$ cat src/rtl/covox_fifo_pkg.sv
// Shared sound-stage constants: default sizes, reset divisor and sequencer state encoding.
package covox_fifo_pkg;

  localparam int DEF_DEPTH_LOG2 = 4;
  localparam int DEF_DIV_W      = 12;
  // 28 MHz / (635 + 1) ~= 44.0 kHz
  localparam int DIV_RST        = 635;

  typedef enum logic {
    ST_IDLE  = 1'b0,
    ST_COUNT = 1'b1
  } covox_st_e;

endpackage

$ cat src/rtl/covox_fifo_mem.sv
// Sample FIFO storage and pointers; synchronous write, registered read on pop.
module covox_fifo_mem
  import covox_fifo_pkg::*;
#(
  parameter int DEPTH_LOG2 = DEF_DEPTH_LOG2
) (
  input  logic                  clk,
  input  logic                  rst,
  input  logic                  flush,
  input  logic                  push,
  input  logic                  pop,
  input  logic [7:0]            wdata,
  output logic [7:0]            rdata,
  output logic [DEPTH_LOG2:0]   level
);

  localparam int DEPTH = 1 << DEPTH_LOG2;

  logic [7:0]            mem_q [DEPTH];
  logic [DEPTH_LOG2-1:0] wr_ptr_q, rd_ptr_q;
  logic [DEPTH_LOG2:0]   level_q;
  logic [7:0]            rdata_q;

  // Storage is deliberately left out of reset.
  always_ff @(posedge clk) begin
    if (push) mem_q[wr_ptr_q] <= wdata;
  end

  always_ff @(posedge clk or posedge rst) begin
    if (rst) begin
      wr_ptr_q <= '0;
      rd_ptr_q <= '0;
      level_q  <= '0;
      rdata_q  <= 8'h00;
    end else if (flush) begin
      wr_ptr_q <= '0;
      rd_ptr_q <= '0;
      level_q  <= '0;
    end else begin
      // Pointers wrap naturally at the power-of-two depth.
      if (push) wr_ptr_q <= wr_ptr_q + DEPTH_LOG2'(1);
      if (pop) begin
        rd_ptr_q <= rd_ptr_q + DEPTH_LOG2'(1);
        rdata_q  <= mem_q[rd_ptr_q];
      end
      case ({push, pop})
        2'b10:   level_q <= level_q + (DEPTH_LOG2+1)'(1);
        2'b01:   level_q <= level_q - (DEPTH_LOG2+1)'(1);
        default: level_q <= level_q;
      endcase
    end
  end

  assign rdata = rdata_q;
  assign level = level_q;

endmodule

$ cat src/rtl/covox_fifo.sv
// Covox sample FIFO: CPU pushes bytes, a programmable divisor paces pops to the sound stage.
module covox_fifo
  import covox_fifo_pkg::*;
#(
  parameter int DEPTH_LOG2 = DEF_DEPTH_LOG2,
  parameter int DIV_W      = DEF_DIV_W
) (
  input  logic                clk,
  input  logic                rst,
  input  logic [7:0]          din,
  input  logic                smp_wr,
  input  logic                div_lo_wr,
  input  logic                div_hi_wr,
  input  logic                en,
  input  logic                flush,
  output logic [7:0]          dout,
  output logic                covox_wr,
  output logic [DEPTH_LOG2:0] level,
  output logic                full,
  output logic                empty,
  output logic                underrun,
  output logic                overflow
);

  localparam logic [DEPTH_LOG2:0] DEPTH_CNT = (DEPTH_LOG2+1)'(1 << DEPTH_LOG2);

  covox_st_e        st_q, st_d;
  logic [DIV_W-1:0] cnt_q, cnt_d, div_q, div_d;
  logic             tick, push, pop;
  logic             covox_wr_q, underrun_q, underrun_d, overflow_q, overflow_d;

  always_comb begin
    st_d  = st_q;
    cnt_d = cnt_q;
    tick  = 1'b0;
    unique case (st_q)
      ST_IDLE: begin
        if (en) begin
          st_d  = ST_COUNT;
          cnt_d = div_q;
        end
      end
      ST_COUNT: begin
        if (!en) begin
          st_d = ST_IDLE;
        end else if (cnt_q == '0) begin
          tick  = 1'b1;
          cnt_d = div_q;
        end else begin
          cnt_d = cnt_q - DIV_W'(1);
        end
      end
    endcase
  end

  // Divisor only reaches the counter at reload, so a running period is never cut short.
  always_comb begin
    div_d = div_q;
    if (div_lo_wr) div_d[7:0]       = din;
    if (div_hi_wr) div_d[DIV_W-1:8] = din[DIV_W-9:0];
  end

  assign full  = (level == DEPTH_CNT);
  assign empty = (level == '0);

  // Flush wins over both ends; a pop frees the slot a same-cycle push needs when full.
  assign pop  = tick && !empty && !flush;
  assign push = smp_wr && !flush && (!full || pop);

  assign underrun_d = !flush && (underrun_q || (tick && empty));
  assign overflow_d = !flush && (overflow_q || (smp_wr && full && !pop));

  always_ff @(posedge clk or posedge rst) begin
    if (rst) begin
      st_q       <= ST_IDLE;
      cnt_q      <= '0;
      div_q      <= DIV_W'(DIV_RST);
      covox_wr_q <= 1'b0;
      underrun_q <= 1'b0;
      overflow_q <= 1'b0;
    end else begin
      st_q       <= st_d;
      cnt_q      <= cnt_d;
      div_q      <= div_d;
      covox_wr_q <= pop;
      underrun_q <= underrun_d;
      overflow_q <= overflow_d;
    end
  end

  covox_fifo_mem #(.DEPTH_LOG2(DEPTH_LOG2)) u_mem (
    .clk   (clk),
    .rst   (rst),
    .flush (flush),
    .push  (push),
    .pop   (pop),
    .wdata (din),
    .rdata (dout),
    .level (level)
  );

  assign covox_wr = covox_wr_q;
  assign underrun = underrun_q;
  assign overflow = overflow_q;

endmodule

$ cat config.mk
export PLATFORM = sky130hd
export DESIGN_NAME = covox_fifo
export DESIGN_NICKNAME = d
export VERILOG_FILES = /design/src/rtl/covox_fifo_pkg.sv /design/src/rtl/covox_fifo_mem.sv /design/src/rtl/covox_fifo.sv
export SDC_FILE = /design/constraint.sdc
export NUM_CORES = 1
export LEC_CHECK = 0
export BUFFER_PORTS_ARGS = -buffer_cell sky130_fd_sc_hd__buf_2
export CORE_ASPECT_RATIO = 1.2
export CORE_MARGIN = 1
export CORE_UTILIZATION = 52
export DETAILED_ROUTE_END_ITERATION = 16
export PLACE_DENSITY = 0.7
export SETUP_SLACK_MARGIN = 0.5
export SLEW_MARGIN = 30
export SYNTH_ARGS = -nofsm -noshare
export SYNTH_HDL_FRONTEND = slang
export SYNTH_SLANG_ARGS = --single-unit
$ cat constraint.sdc
create_clock -name clk -period 7.8 [get_ports clk]
set_input_delay 0.78 -clock clk [delete_from_list [all_inputs] [get_ports clk]]
set_output_delay 0.78 -clock clk [all_outputs]
set_load 0.02 [all_outputs]
* After elaboration in Yosys (flattened, before gate mapping)
Memory sizes are Yosys's and may differ from the RTL's. A register that Yosys moved wholly into a read port is not among the register bits. Index checks and enable logic that the tools add are counted.
Word-level totals: register bits 41, bits in latches 0, bits in writable memories 128, ROM bits 0, input bits 15, word-level logic and storage cells 62, memories 1
Cells by class: add/sub/neg operators 5, multiply operators 0, div/mod/pow operators 0, order comparisons 0, equality and inequality tests 5, shift operators 0, muxes and demuxes 16, bitwise operators 2, reduce and logical (&&, ||, !) cells 23
Memories:
- u_mem.mem_q | depth 16, width 8, rd ports 1, clocked after memory_dff 1, wr ports 1, line covox_fifo_mem.sv:19 | logic [7:0] mem_q [DEPTH];
Operator list (number):
- 2-to-1 mux 12 bit | 3
- one-hot mux 12 bit (2 select lines) | 1
- 2-to-1 mux 4 bit | 4
- logical NOT 12 bit | 1
- subtractor 12 x 1 -> 12 bit (second input constant) | 1
- one-hot mux 5 bit (2 select lines) | 1
- logical AND 1 bit | 9
- adder 4 x 1 -> 4 bit (second input constant) | 2
- 2-to-1 mux 1 bit | 6
- adder 5 x 1 -> 5 bit (second input constant) | 1
- == test 5 bit (second input constant) | 1
- logical NOT 5 bit | 1
- 2-to-1 mux 5 bit | 1
- subtractor 5 x 1 -> 5 bit (second input constant) | 1
- logical NOT 1 bit | 4
- != test 2 bit (second input constant) | 2
- AND reduction 2 bit | 2
- nonzero test 2 bit | 2
- logical OR 1 bit | 3
- nonzero test 3 bit | 1
- == test 2 x 1 -> 1 bit (second input constant) | 1
- == test 2 bit (second input constant) | 1
- NOT 1 bit | 2

* Logic depth before layout (Yosys ltp)
depth in word-level cells 11, gate-level depth with buffers 12, depth with buffers taken out 12

* Hierarchy
Synthesis repeated with hierarchy kept, for this count alone.
Second synthesis, totals: cells, all modules 542, area, all modules 7604.8 µm²
Modules (own cells, without submodules):
- covox_fifo_mem | times used 1, cells an instance 399, area an instance 6103.4 µm²
- covox_fifo | times used 1, cells an instance 143, area an instance 1501.4 µm²

* Worst setup path after synthesis
Ideal clock, no wire load.
kind in2reg, start point input smp_wr, end point register u_mem.level_q[4] (netlist: u_mem.level[4]), arrival time 2.690 ns, slack 5.011 ns, stages 8, buffers on the path 1, cells stage by stage clkbuf_1 -> or4_1 -> inv_1 -> ha_1 -> nand2b_1 -> a21oi_1 -> or4_1 -> a311oi_1
On the way: cells in the longest elaborated chain, start to end 5, elaborated cells between the ends (all ways) 7
Ends and longest elaborated chain:
- start: declaration | line covox_fifo.sv:11 | input logic smp_wr,
- logical AND 1 bit (*) (2 in a row) | line covox_fifo.sv:68 | assign push = smp_wr && !flush && (!full || pop);
- == test 2 x 1 -> 1 bit or == test 2 bit (tied branches) | line covox_fifo_mem.sv:46 | case ({push, pop})
- one-hot mux 5 bit (2 select lines) | line covox_fifo_mem.sv:46
- 2-to-1 mux 5 bit | line covox_fifo_mem.sv:35 | end else if (flush) begin
- end signal: assignment | line covox_fifo_mem.sv:47 | 2'b10: level_q <= level_q + (DEPTH_LOG2+1)'(1);
- end signal: assignment | line covox_fifo_mem.sv:48 | 2'b01: level_q <= level_q - (DEPTH_LOG2+1)'(1);
- end signal: assignment | line covox_fifo_mem.sv:49 | default: level_q <= level_q;
- end: declaration | line covox_fifo_mem.sv:21 | logic [DEPTH_LOG2:0] level_q;
Every way passes the cells marked *; elsewhere a longest branch is shown, timed or not. A chain may end at the register's enable or synchronous reset.

* Final worst setup path
start point register cnt_q[0], end point register u_mem.level_q[4] (netlist: u_mem.level[4])
On the way: cells in the longest elaborated chain, start to end 11, elaborated cells between the ends (all ways) 13
Ends and longest elaborated chain:
- start: declaration | line covox_fifo.sv:28 | logic [DIV_W-1:0] cnt_q, cnt_d, div_q, div_d;
- start signal: assignment | line covox_fifo.sv:83 | cnt_q <= cnt_d;
- logical NOT 12 bit (*) | line covox_fifo.sv:46 | end else if (cnt_q == '0) begin
- 2-to-1 mux 1 bit (*) | line covox_fifo.sv:46
- 2-to-1 mux 1 bit (*) | line covox_fifo.sv:44 | if (!en) begin
- 2-to-1 mux 1 bit (*) | line covox_fifo.sv:36 | unique case (st_q)
- logical AND 1 bit (*) (2 in a row) | line covox_fifo.sv:67 | assign pop = tick && !empty && !flush;
- logical OR 1 bit | line covox_fifo.sv:68
- logical AND 1 bit | line covox_fifo.sv:68
- == test 2 x 1 -> 1 bit or == test 2 bit (tied branches) | line covox_fifo_mem.sv:46
- one-hot mux 5 bit (2 select lines) | line covox_fifo_mem.sv:46
- 2-to-1 mux 5 bit | line covox_fifo_mem.sv:35
Marked as above.

==> out/results.txt <==
TNS Setup: 0 ps
post-synthesis cell type with the largest combined area: sky130_fd_sc_hd__edfxtp_1
WHS: 501.3 ps
vertical die dimension: 133.6 µm
# hold bufs at CTS: 0
largest fanout of any net on the critical path: 5
category of the critical setup timing path: reg -> reg
placeable core region: 13,940 µm²
final critical path time including I/O delays and setup: 3132 ps
IO Count: 33
# resized after CTS: 0
max capacitance violation total: 0
cells after synthesis: 468
Startpoint Class: flip-flop
outcome: finished with violations
number of CTS-inserted buffers: 17
normalized max-slew margin: 45.66%
CTS root buffer: sky130_fd_sc_hd__clkbuf_16
delay of the slowest cell on the worst path: 490 ps
global-route met2 utilization: 34.64%
Final Instance Area: 8362 µm²
Final nets: 527
floorplan die area: 14,920 µm²
Die Width: 111.7 µm
CTS Buffer Depth: 2
Max VDD drop: 0.0001252 V
global placement routability congestion: 0.8576
CP required: 8130 ps
detailed placement HPWL: 9621 µm
synthesized area: 7507 µm²
sequential share of the synthesized area: 67.65%
initial antenna violation count: 0
setup bufs post-CTS: 0
clock insertion delay at the later pin of the skew report: 430 ps
largest delay contributor family on the critical path: simple AND/OR/NAND/NOR gates
Max Fclk: 319.3 MHz
Syn-to-layout area delta: 11.38%
IO buf count: 32
first-pass detailed-route iteration total: 10
final setup violating endpoints: 0
async set or reset register ratio after synthesis: 27.68%
leak pwr: 2.946 nW
worst endpoint data arrival time: 3470 ps
critical-path cell list: inv_1, ha_1, nor4b_4, o211ai_1, or4_1, inv_1, ha_1, nor2_1, a21oi_1, or4_1, a311oi_1
largest cells by area after synthesis: sky130_fd_sc_hd__edfxtp_1 51%, sky130_fd_sc_hd__dfrtp_1 14%, sky130_fd_sc_hd__mux4_2 9.6%
fraction of met1 tracks used by global routing: 26.17%
total count of hold-check failures in the final report: 0
count of state elements after synthesis: 177
number of warnings reported in the yosys synthesis log: 0
via count: 4,031
area after detailed placement: 7804 µm²
pin count of the biggest net entering global routing: 50
violation count after the first detailed-routing iteration: 245
via count of the first global-routing pass: 4,128
register clock-pin slew on the reported worst setup and hold paths: 60 ps
max-slew violation count: 0
fraction of synthesized cell area taken by the top area cell type: 51.20%
clock sink count: 177
detail-routed net length per standard cell: 20.76 µm
Worst-Margin Slew: 810.6 ps
number of antenna-violating nets in the routed design: 0
final period utilization: 40.15%
power per cell area: 235.9 nW/µm²
Max Clock Skew: 6.182 ps
most heavily used metal layer in global routing: met2
Cell variety after synth: 57
routed wire length: 14,220 µm
Overall Global Routing Usage: 20.82%
number of H-tree branching levels: 4
number of synthesized flops with an enable pin: 128
clock tree from TritonCTS: built
Avg Synthesized Cell Area: 16.04 µm²
unrepaired setup endpoints after global routing: false
Hold Path Class: reg -> reg
number of buffers and inverters on the critical path: 2
number of nets produced by synthesis: 494
violated checks: design-rule violations
share of post-route cells with drive strength above 1: 27.04%
PnR Total Power: 1.973 mW
kind of end point of the critical path: flip-flop
via count normalized by instance count: 5.885
standard cell with the maximum stage delay on the critical path: sky130_fd_sc_hd__or4_1
main flop type after synthesis: sky130_fd_sc_hd__edfxtp_1
wire length of the first global-routing pass: 22,580 µm
starting density of the core: 53.86%
fin util: 60.00%
total DRC errors in the routed layout: 2
total global routing overflow: 0
top library cells by usage in the layout, fill and taps aside: 128 x sky130_fd_sc_hd__edfxtp_1, 41 x sky130_fd_sc_hd__nor2_1, 41 x sky130_fd_sc_hd__dfrtp_1
floorplan row count: 47
most common library cell in the layout ignoring fill and taps: sky130_fd_sc_hd__edfxtp_1
GR met3 Demand/Resource: 5.278%
total inserted antenna cells: 0
[worst min-delay path, stage by stage (launching register included)]
cell and delay (ps):
sky130_fd_sc_hd__dfrtp_1 340, sky130_fd_sc_hd__a31oi_1 40, sky130_fd_sc_hd__nor2_1 80
[state kept, by name, summed over array words and instances (netlist names), 4 cells and up]
name / count
u_mem.level: 5
u_mem.wr_ptr_q: 4
u_mem.rd_ptr_q: 4
div_q: 12
cnt_q: 12
u_mem.rdata: 8
u_mem.mem_q: 128
[logic make-up after synthesis]
| family | count (synthesis) | share of synthesized area (%) |
|---|---|---|
| flip-flops | 177 | 67.65 |
| buffers and inverters | 34 | 2.000 |
| AND/OR/NAND/NOR | 110 | 7.816 |
| multiplexers | 57 | 13.30 |
| XOR/XNOR | 7 | 0.8167 |
| adder cells (fa/ha/maj) | 11 | 1.933 |
| AO/OA/AOI/OAI | 72 | 6.484 |
[final timing paths]
path	startpoint	end	depth (start not counted)	slack (ps)
max in group asynchronous	rst	u_mem.rd_ptr_q[0]$_DFFE_PP0P_	3	6830
worst max register to register	cnt_q[0]$_DFFE_PP0P_	u_mem.level[4]$_DFFE_PP0P_	11	4670
worst max-delay path	cnt_q[0]$_DFFE_PP0P_	u_mem.level[4]$_DFFE_PP0P_	11	4670
worst min-delay path	overflow$_DFF_PP0_	overflow$_DFF_PP0_	2	500
worst min register to register	overflow$_DFF_PP0_	overflow$_DFF_PP0_	2	500
min in group asynchronous	rst	cnt_q[11]$_DFFE_PP0P_	3	520
[final cells by class]
type	count	area, µm²
inverters	13	48.80
clock inverters	12	111.4
clock buffers	20	446.7
fillers	1007	5575
multi-input cells	257	2278
repair buffers	35	182.7
flip-flops and latches	177	5080
well taps	171	214.0
[stage by stage]
step	instances	worst slack, ps
global route	685	4508
detailed placement	653	4429
global placement	653	4539
floorplan	468	5011
CTS	685	4680
finish	685	4668
[layer usage]
| metal | vias up | routed length [µm] |
|---|---|---|
| li1 | 1883 | - |
| met1 | 2022 | 5967 |
| met2 | 106 | 7112 |
| met3 | 20 | 830 |
| met4 | 0 | 308 |
| met5 | - | 0 |
[synth_stat cells, types with 2 or more instances]
library cell	count
sky130_fd_sc_hd__edfxtp_1	128
sky130_fd_sc_hd__dfrtp_1	42
sky130_fd_sc_hd__nor2_1	41
sky130_fd_sc_hd__mux4_2	32
sky130_fd_sc_hd__nand2_1	22
sky130_fd_sc_hd__mux2_2	21
sky130_fd_sc_hd__a21oi_1	18
sky130_fd_sc_hd__a22oi_1	17
sky130_fd_sc_hd__o21ai_0	16
sky130_fd_sc_hd__inv_1	13
sky130_fd_sc_hd__clkbuf_1	11
sky130_fd_sc_hd__ha_1	10
sky130_fd_sc_hd__dfstp_2	7
sky130_fd_sc_hd__buf_2	6
sky130_fd_sc_hd__nand2b_1	5
sky130_fd_sc_hd__nand3_1	5
sky130_fd_sc_hd__nor3_1	5
sky130_fd_sc_hd__or3_1	5
sky130_fd_sc_hd__xnor2_1	4
sky130_fd_sc_hd__mux2i_1	3
sky130_fd_sc_hd__nand4_1	3
sky130_fd_sc_hd__o32ai_1	3
sky130_fd_sc_hd__or4_1	3
sky130_fd_sc_hd__xor2_1	3
sky130_fd_sc_hd__a21o_1	2
sky130_fd_sc_hd__a31oi_1	2
sky130_fd_sc_hd__and2_1	2
sky130_fd_sc_hd__buf_1	2
sky130_fd_sc_hd__buf_6	2
sky130_fd_sc_hd__nor2b_1	2
sky130_fd_sc_hd__nor3b_1	2
sky130_fd_sc_hd__nor4_1	2
sky130_fd_sc_hd__o211ai_1	2
sky130_fd_sc_hd__o31a_1	2
sky130_fd_sc_hd__or3b_1	2
sky130_fd_sc_hd__or4_4	2
[power breakdown]
group / total, mW / internal [mW] / switching (mW)
Sequential: 1.07 / 1.04 / 0.0282
Clock: 0.801 / 0.448 / 0.353
Combinational: 0.105 / 0.0393 / 0.0657
Power figures use the tool's default switching activity.
